===== src/rtl/sequenciador_consultas.sv =====
// sequenciador_consultas: queues path queries, runs the search core one at a time and streams the captured path back
module sequenciador_consultas #(
  parameter int ADDR_WIDTH = 12,
  parameter int CMD_DEPTH = 4,
  parameter int PATH_DEPTH = 256,
  parameter int TIMEOUT_CICLOS = 1000000,
  parameter bit ORDEM_DIRETA = 1'b0
) (
  input  logic                          clk,
  input  logic                          rst_n,
  input  logic                          cmd_valid_in,
  output logic                          cmd_ready_out,
  input  logic [ADDR_WIDTH-1:0]         cmd_fonte_in,
  input  logic [ADDR_WIDTH-1:0]         cmd_destino_in,
  output logic                          core_iniciar_out,
  output logic [ADDR_WIDTH-1:0]         core_fonte_out,
  output logic [ADDR_WIDTH-1:0]         core_destino_out,
  input  logic                          core_no_valido_in,
  input  logic [ADDR_WIDTH-1:0]         core_no_in,
  input  logic                          core_pronto_in,
  output logic                          res_valid_out,
  input  logic                          res_ready_in,
  output logic [ADDR_WIDTH-1:0]         res_no_out,
  output logic                          res_ultimo_out,
  output logic [1:0]                    res_codigo_out,
  output logic                          ocupado_out,
  output logic [$clog2(CMD_DEPTH):0]    pendentes_out
);
  localparam int CW = $clog2(CMD_DEPTH);
  localparam int PW = $clog2(PATH_DEPTH);
  localparam int TW = $clog2(TIMEOUT_CICLOS + 1);
  localparam logic [PW:0] PD_MAX = (PW+1)'(PATH_DEPTH);
  typedef enum logic [1:0] {OCIOSO, INICIAR, COLETAR, ENTREGAR} estado_t;
  estado_t estado, prox;
  logic [2*ADDR_WIDTH-1:0] fila [CMD_DEPTH];
  logic [ADDR_WIDTH-1:0] buffer [PATH_DEPTH];
  logic [CW-1:0] wr_ptr, rd_ptr;
  logic [CW:0] ocup;
  logic [PW:0] conta, idx, rd_lin;
  logic [TW-1:0] tmo;
  logic tmo_flag, ovf_flag, push, pop, bypass, cap, fim_tmo, hs, ultimo;
  logic [ADDR_WIDTH-1:0] pop_fonte, pop_destino;
  logic [1:0] codigo;
  assign cmd_ready_out = ocup != (CW+1)'(CMD_DEPTH);
  assign pendentes_out = ocup;
  assign push = cmd_valid_in && cmd_ready_out;
  assign pop = estado == OCIOSO && ocup != '0;
  assign {pop_fonte, pop_destino} = fila[rd_ptr];
  assign bypass = pop_fonte == pop_destino;
  assign cap = estado == COLETAR && core_no_valido_in;
  assign fim_tmo = tmo == TW'(TIMEOUT_CICLOS - 1);
  assign hs = estado == ENTREGAR && res_ready_in;
  assign codigo = tmo_flag ? 2'd2 : ovf_flag ? 2'd3 : conta == '0 ? 2'd1 : 2'd0;
  assign ultimo = codigo != 2'd0 || idx == conta - 1'b1;
  assign rd_lin = ORDEM_DIRETA ? conta - 1'b1 - idx : idx;
  assign res_no_out = !res_valid_out || codigo != 2'd0 ? '0 : buffer[rd_lin[PW-1:0]];
  assign res_ultimo_out = res_valid_out && ultimo;
  assign res_codigo_out = res_valid_out ? codigo : 2'd0;
  always_ff @(posedge clk or negedge rst_n)
    if (!rst_n) estado <= OCIOSO;
    else estado <= prox;
  always_comb begin
    prox = estado;
    core_iniciar_out = 1'b0;
    res_valid_out = 1'b0;
    ocupado_out = estado != OCIOSO;
    case (estado)
      OCIOSO: if (pop) prox = bypass ? ENTREGAR : INICIAR;
      INICIAR: begin
        core_iniciar_out = 1'b1;
        prox = COLETAR;
      end
      COLETAR: if (core_pronto_in || fim_tmo) prox = ENTREGAR;
      default: begin
        res_valid_out = 1'b1;
        if (res_ready_in && ultimo) prox = OCIOSO;
      end
    endcase
  end
  always_ff @(posedge clk or negedge rst_n)
    if (!rst_n) begin
      wr_ptr <= '0;
      rd_ptr <= '0;
      ocup <= '0;
      conta <= '0;
      idx <= '0;
      tmo <= '0;
      tmo_flag <= 1'b0;
      ovf_flag <= 1'b0;
      core_fonte_out <= '0;
      core_destino_out <= '0;
    end else begin
      if (push) wr_ptr <= wr_ptr + 1'b1;
      if (pop) rd_ptr <= rd_ptr + 1'b1;
      ocup <= ocup + (CW+1)'(push) - (CW+1)'(pop);
      if (pop) begin
        idx <= '0;
        tmo_flag <= 1'b0;
        ovf_flag <= 1'b0;
        conta <= (PW+1)'(bypass);
        if (!bypass) begin
          core_fonte_out <= pop_fonte;
          core_destino_out <= pop_destino;
        end
      end
      if (estado == INICIAR) begin
        conta <= '0;
        tmo <= '0;
        ovf_flag <= 1'b0;
      end
      if (estado == COLETAR) begin
        tmo <= tmo + 1'b1;
        if (fim_tmo && !core_pronto_in) tmo_flag <= 1'b1;
        if (cap && conta != PD_MAX) conta <= conta + 1'b1;
        if (cap && conta == PD_MAX) ovf_flag <= 1'b1;
      end
      if (hs) idx <= idx + 1'b1;
    end
  always_ff @(posedge clk) begin
    if (push) fila[wr_ptr] <= {cmd_fonte_in, cmd_destino_in};
    if (pop && bypass) buffer[0] <= pop_fonte;
    else if (cap && conta != PD_MAX) buffer[conta[PW-1:0]] <= core_no_in;
  end
endmodule


===== config.mk =====
export PLATFORM = sky130hd
export DESIGN_NAME = sequenciador_consultas
export DESIGN_NICKNAME = d
export VERILOG_FILES = /design/src/rtl/sequenciador_consultas.sv
export SDC_FILE = /design/constraint.sdc
export NUM_CORES = 2
export LEC_CHECK = 0
export BUFFER_PORTS_ARGS = -buffer_cell sky130_fd_sc_hd__buf_4
export CAP_MARGIN = 20
export CORE_MARGIN = 2
export CORE_UTILIZATION = 28
export DETAILED_ROUTE_END_ITERATION = 8
export PLACE_DENSITY = 0.53
export SETUP_SLACK_MARGIN = 0.3
export SYNTH_ARGS = -nofsm -noshare
export SYNTH_HDL_FRONTEND = slang
export SYNTH_SLANG_ARGS = --single-unit

===== constraint.sdc =====
create_clock -name clk -period 7.75 [get_ports clk]
set_input_delay 1.55 -clock clk [delete_from_list [all_inputs] [get_ports clk]]
set_output_delay 1.55 -clock clk [all_outputs]
set_load 0.1 [all_outputs]

==> impl_results.md <==
* Grt ovf at 0
* Max Slew Vio Count at 0
* Clock buffer count from CTS at between 300 and 400
* Cells resized by post-CTS repair at 0
* Final worst slack at 278 ps
* Mapped Cells at ~6200
* Sink Count at around 3200
* Synth cell types at between 90 and 100
* Seq/Total Area, Yosys at between 70% and 80%
* Nets at 6739
* Placed Cells at ~12000
* Ys Warns at 0
* DR pass1 iterations at 6
* Fin Setup TNS at 0 ps
* Die Y-Extent at just under 700 µm
* Worst slew margin relative to its limit at a little under a fifth
* Avg Inst Size Synth at 20.7 µm²
* Overall routing resource usage at between 10% and 20%
* Initial Utilization at 28.2%
* Fillers at 42800
* Core Area at approximately 450000 µm²
* Syn_nets at 6215
* DRT Wirelength at 382000 µm
* Final Util at about a third
* Port bufs at 87
* Largest cells by area after synthesis: edfxtp_1 (75%), mux4_2 (11%), mux2i_1 (2.9%)
* Most area-hungry cell type in the Yosys netlist: edfxtp_1
* Status: completed
* Post-synth EDFFs at about 3200
* Detail Placement HPWL at 245000 µm
* HP Class: flip-flop to flip-flop
* Most frequent cells in the layout: edfxtp_1 (3168), mux4_2 (601), buf_4 (475)
* DIE AREA at 461000 µm²
* Io pins at slightly below 90
* Number of global-route vias before repair at between 60000 and 70000
* CTS clk-pin slew, worst paths at around 60 ps
* Layout area overhead at 16.2%
* Rows at roughly 250
* CP endpoint kind: primary output
* Fin cells at between 10000 and 15000
* CTS tree: built
* Crit path arrival time at ~5900 ps
* Largest net degree at the start of global routing at between 100 and 150
* Placement Setup Slack at about 1100 ps
* Yosys reg bits at between 3000 and 4000
* Root Buffer: clkbuf_16
* Commonest non-fill, non-tap cell in the layout: edfxtp_1
* Final Hold Viols at 0
* Initial DRC Count at between 8000 and 9000
* Synth Cell Area at 128000 µm²
* Fin crit share at 96.4%
* Max clock buf depth at 4
* Maximum VDD drop at about 0.00044 V
* Critical path fanouts, max at 32
* Total of max-cap violations at 0
* Synth Flop Type: edfxtp_1
* Fin crit period at about 7500 ps
* DRC at 0
* Leak Pwr at approximately 45 nW
* GPL Wtd Cong at approximately 0.9
* Critical path class: flip-flop to primary output
* Routed wire per std cell at around 30 µm
* Htree depth at 5
* Post-synth ARST share at approximately 2.3%
* Unrepaired setup endpoints after global routing: no
* Slew @ Worst Pin at about 1200 ps
* DR vias/cell at roughly 5.2
* Power Density at between 300 and 400 nW/µm²
* DIE WIDTH at roughly 680 µm
* Initial antenna violation count at 13
* Layout cells sized above 1 at between 20% and 30%
* Endpoints failing setup at 0
* Nature of the critical path startpoint: flip-flop
* Top cell type's share of synthesized area at 74.6%
* Peak Freq at approximately 130 MHz
* Critical path required time at slightly above 6000 ps
* Routed vias at between 60000 and 70000
* First-pass GRT wire length at approximately 530000 µm
* DRT antenna net count at 0
* Clock skew at roughly 56 ps
* Clk_lat worst skew at 970 ps
logic make-up (layout without fill, tap and decap cells):
| logic type | Yosys count | count (layout) | synth area share (%) |
|---|---|---|---|
| DFF | 3241 | 3241 | 76.0 |
| muxes | 1073 | 1073 | 15.1 |
| and+or+nand+nor | 788 | 788 | 2.85 |
| AOI/OAI and AO/OA | 621 | 621 | 3.45 |
| buffers and inverters | 377 | 1181 | 2.18 |
| xor gates and xnor gates | 39 | 39 | 0.268 |
| adders and majority gates | 17 | 17 | 0.173 |
| other | 0 | 5 | 0 |
cell type report:
cell class / instances / area [µm²] / area share, %
tap: 5976 / 7480 / 5.04
inverter: 25 / 101 / 0.0683
clock buffer: 445 / 9240 / 6.23
multi-input combinational: 2538 / 28500 / 19.2
clock inverter: 185 / 1570 / 1.06
antenna: 5 / 12.5 / 0.00844
timing repair buffer: 526 / 4470 / 3.02
sequential: 3241 / 97000 / 65.4
per-stage QoR:
step                      hold slack (ps)  instance area (µm²)  power (mW)
after floorplan                       464               128000        32.0
after global placement                495               137000        35.9
after detailed placement              498               137000        36.3
after CTS                             513               148000        52.2
after global routing                  534               148000        53.5
final                                 515               148000        51.8
synth_stat cells, types with 25 or more instances:
library cell and n:
a21oi_1 99, clkbuf_1 107, mux4_1 57, mux2_2 33
edfxtp_1 3168, buf_4 25, nand4_1 25, nor2_1 307
mux2i_1 369, buf_8 42, nor4_1 30, a22oi_1 36
nor3_1 76, nand3_1 79, xnor2_1 30, o221ai_1 143
o21ai_0 71, dfrtp_1 73, mux4_2 601, buf_2 72
buf_6 65, nand2_1 160, o22ai_1 119
final timing paths:
kind                                                from                             to  slack (ps)  depth (start not counted)
max                                   idx[1]$_DFFE_PN0P_                  res_no_out[3]         280                         10
min                        core_fonte_out[3]$_DFFE_PN0P_  core_fonte_out[3]$_DFFE_PN0P_         520                          1
max reg2reg                           conta[0]$_DFF_PN0_       buffer[150][3]$_DFFE_PP_        1830                          9
min reg2reg                core_fonte_out[3]$_DFFE_PN0P_  core_fonte_out[3]$_DFFE_PN0P_         520                          1
max in group asynchronous                          rst_n             idx[4]$_DFFE_PN0P_        6100                          2
min in group asynchronous                          rst_n          wr_ptr[0]$_DFFE_PN0P_         550                          1
registers in the layout (all words and copies together), names as in the netlist:
name / count
rd_ptr: 2
ovf_flag: 1
fila: 96
core_destino_out: 12
core_fonte_out: 12
buffer: 3072
pendentes_out: 3
estado: 2
tmo_flag: 1
idx: 9
wr_ptr: 2
tmo: 20
conta: 9
timing repair:
action,CTS,global route
hold buffers,0,0
setup endpoints to repair,3,0
setup buffers,7,0
routing by layer:
metal  part of all wire, %  wire length, µm  vias up  track usage, %
met2                    46           177000     3113            25.4
met4                   4.2            16100       16            6.04
li1                      -                -    26800               -
met5                 0.029              109        -               0
met1                    41           159000    36200            22.1
met3                   8.1            30900      641            2.94
critical path, cell delays in order (launching register included):
cell and delay [ps]:
dfrtp_4 910, nand2b_4 490, buf_4 380, o221ai_1 350, nor3_1 90, or4_1 530, nor4_1 430, nand4_1 480
o22ai_1 750, buf_4 230, buf_4 280
power by group:
group | internal (mW) | switching [mW] | leakage, nW
registers | 23.1 | 0.166 | 29.4
logic | 3.65 | 8.95 | 10.6
clock network | 9.10 | 6.84 | 5.29
Power figures use the tool's default switching activity.
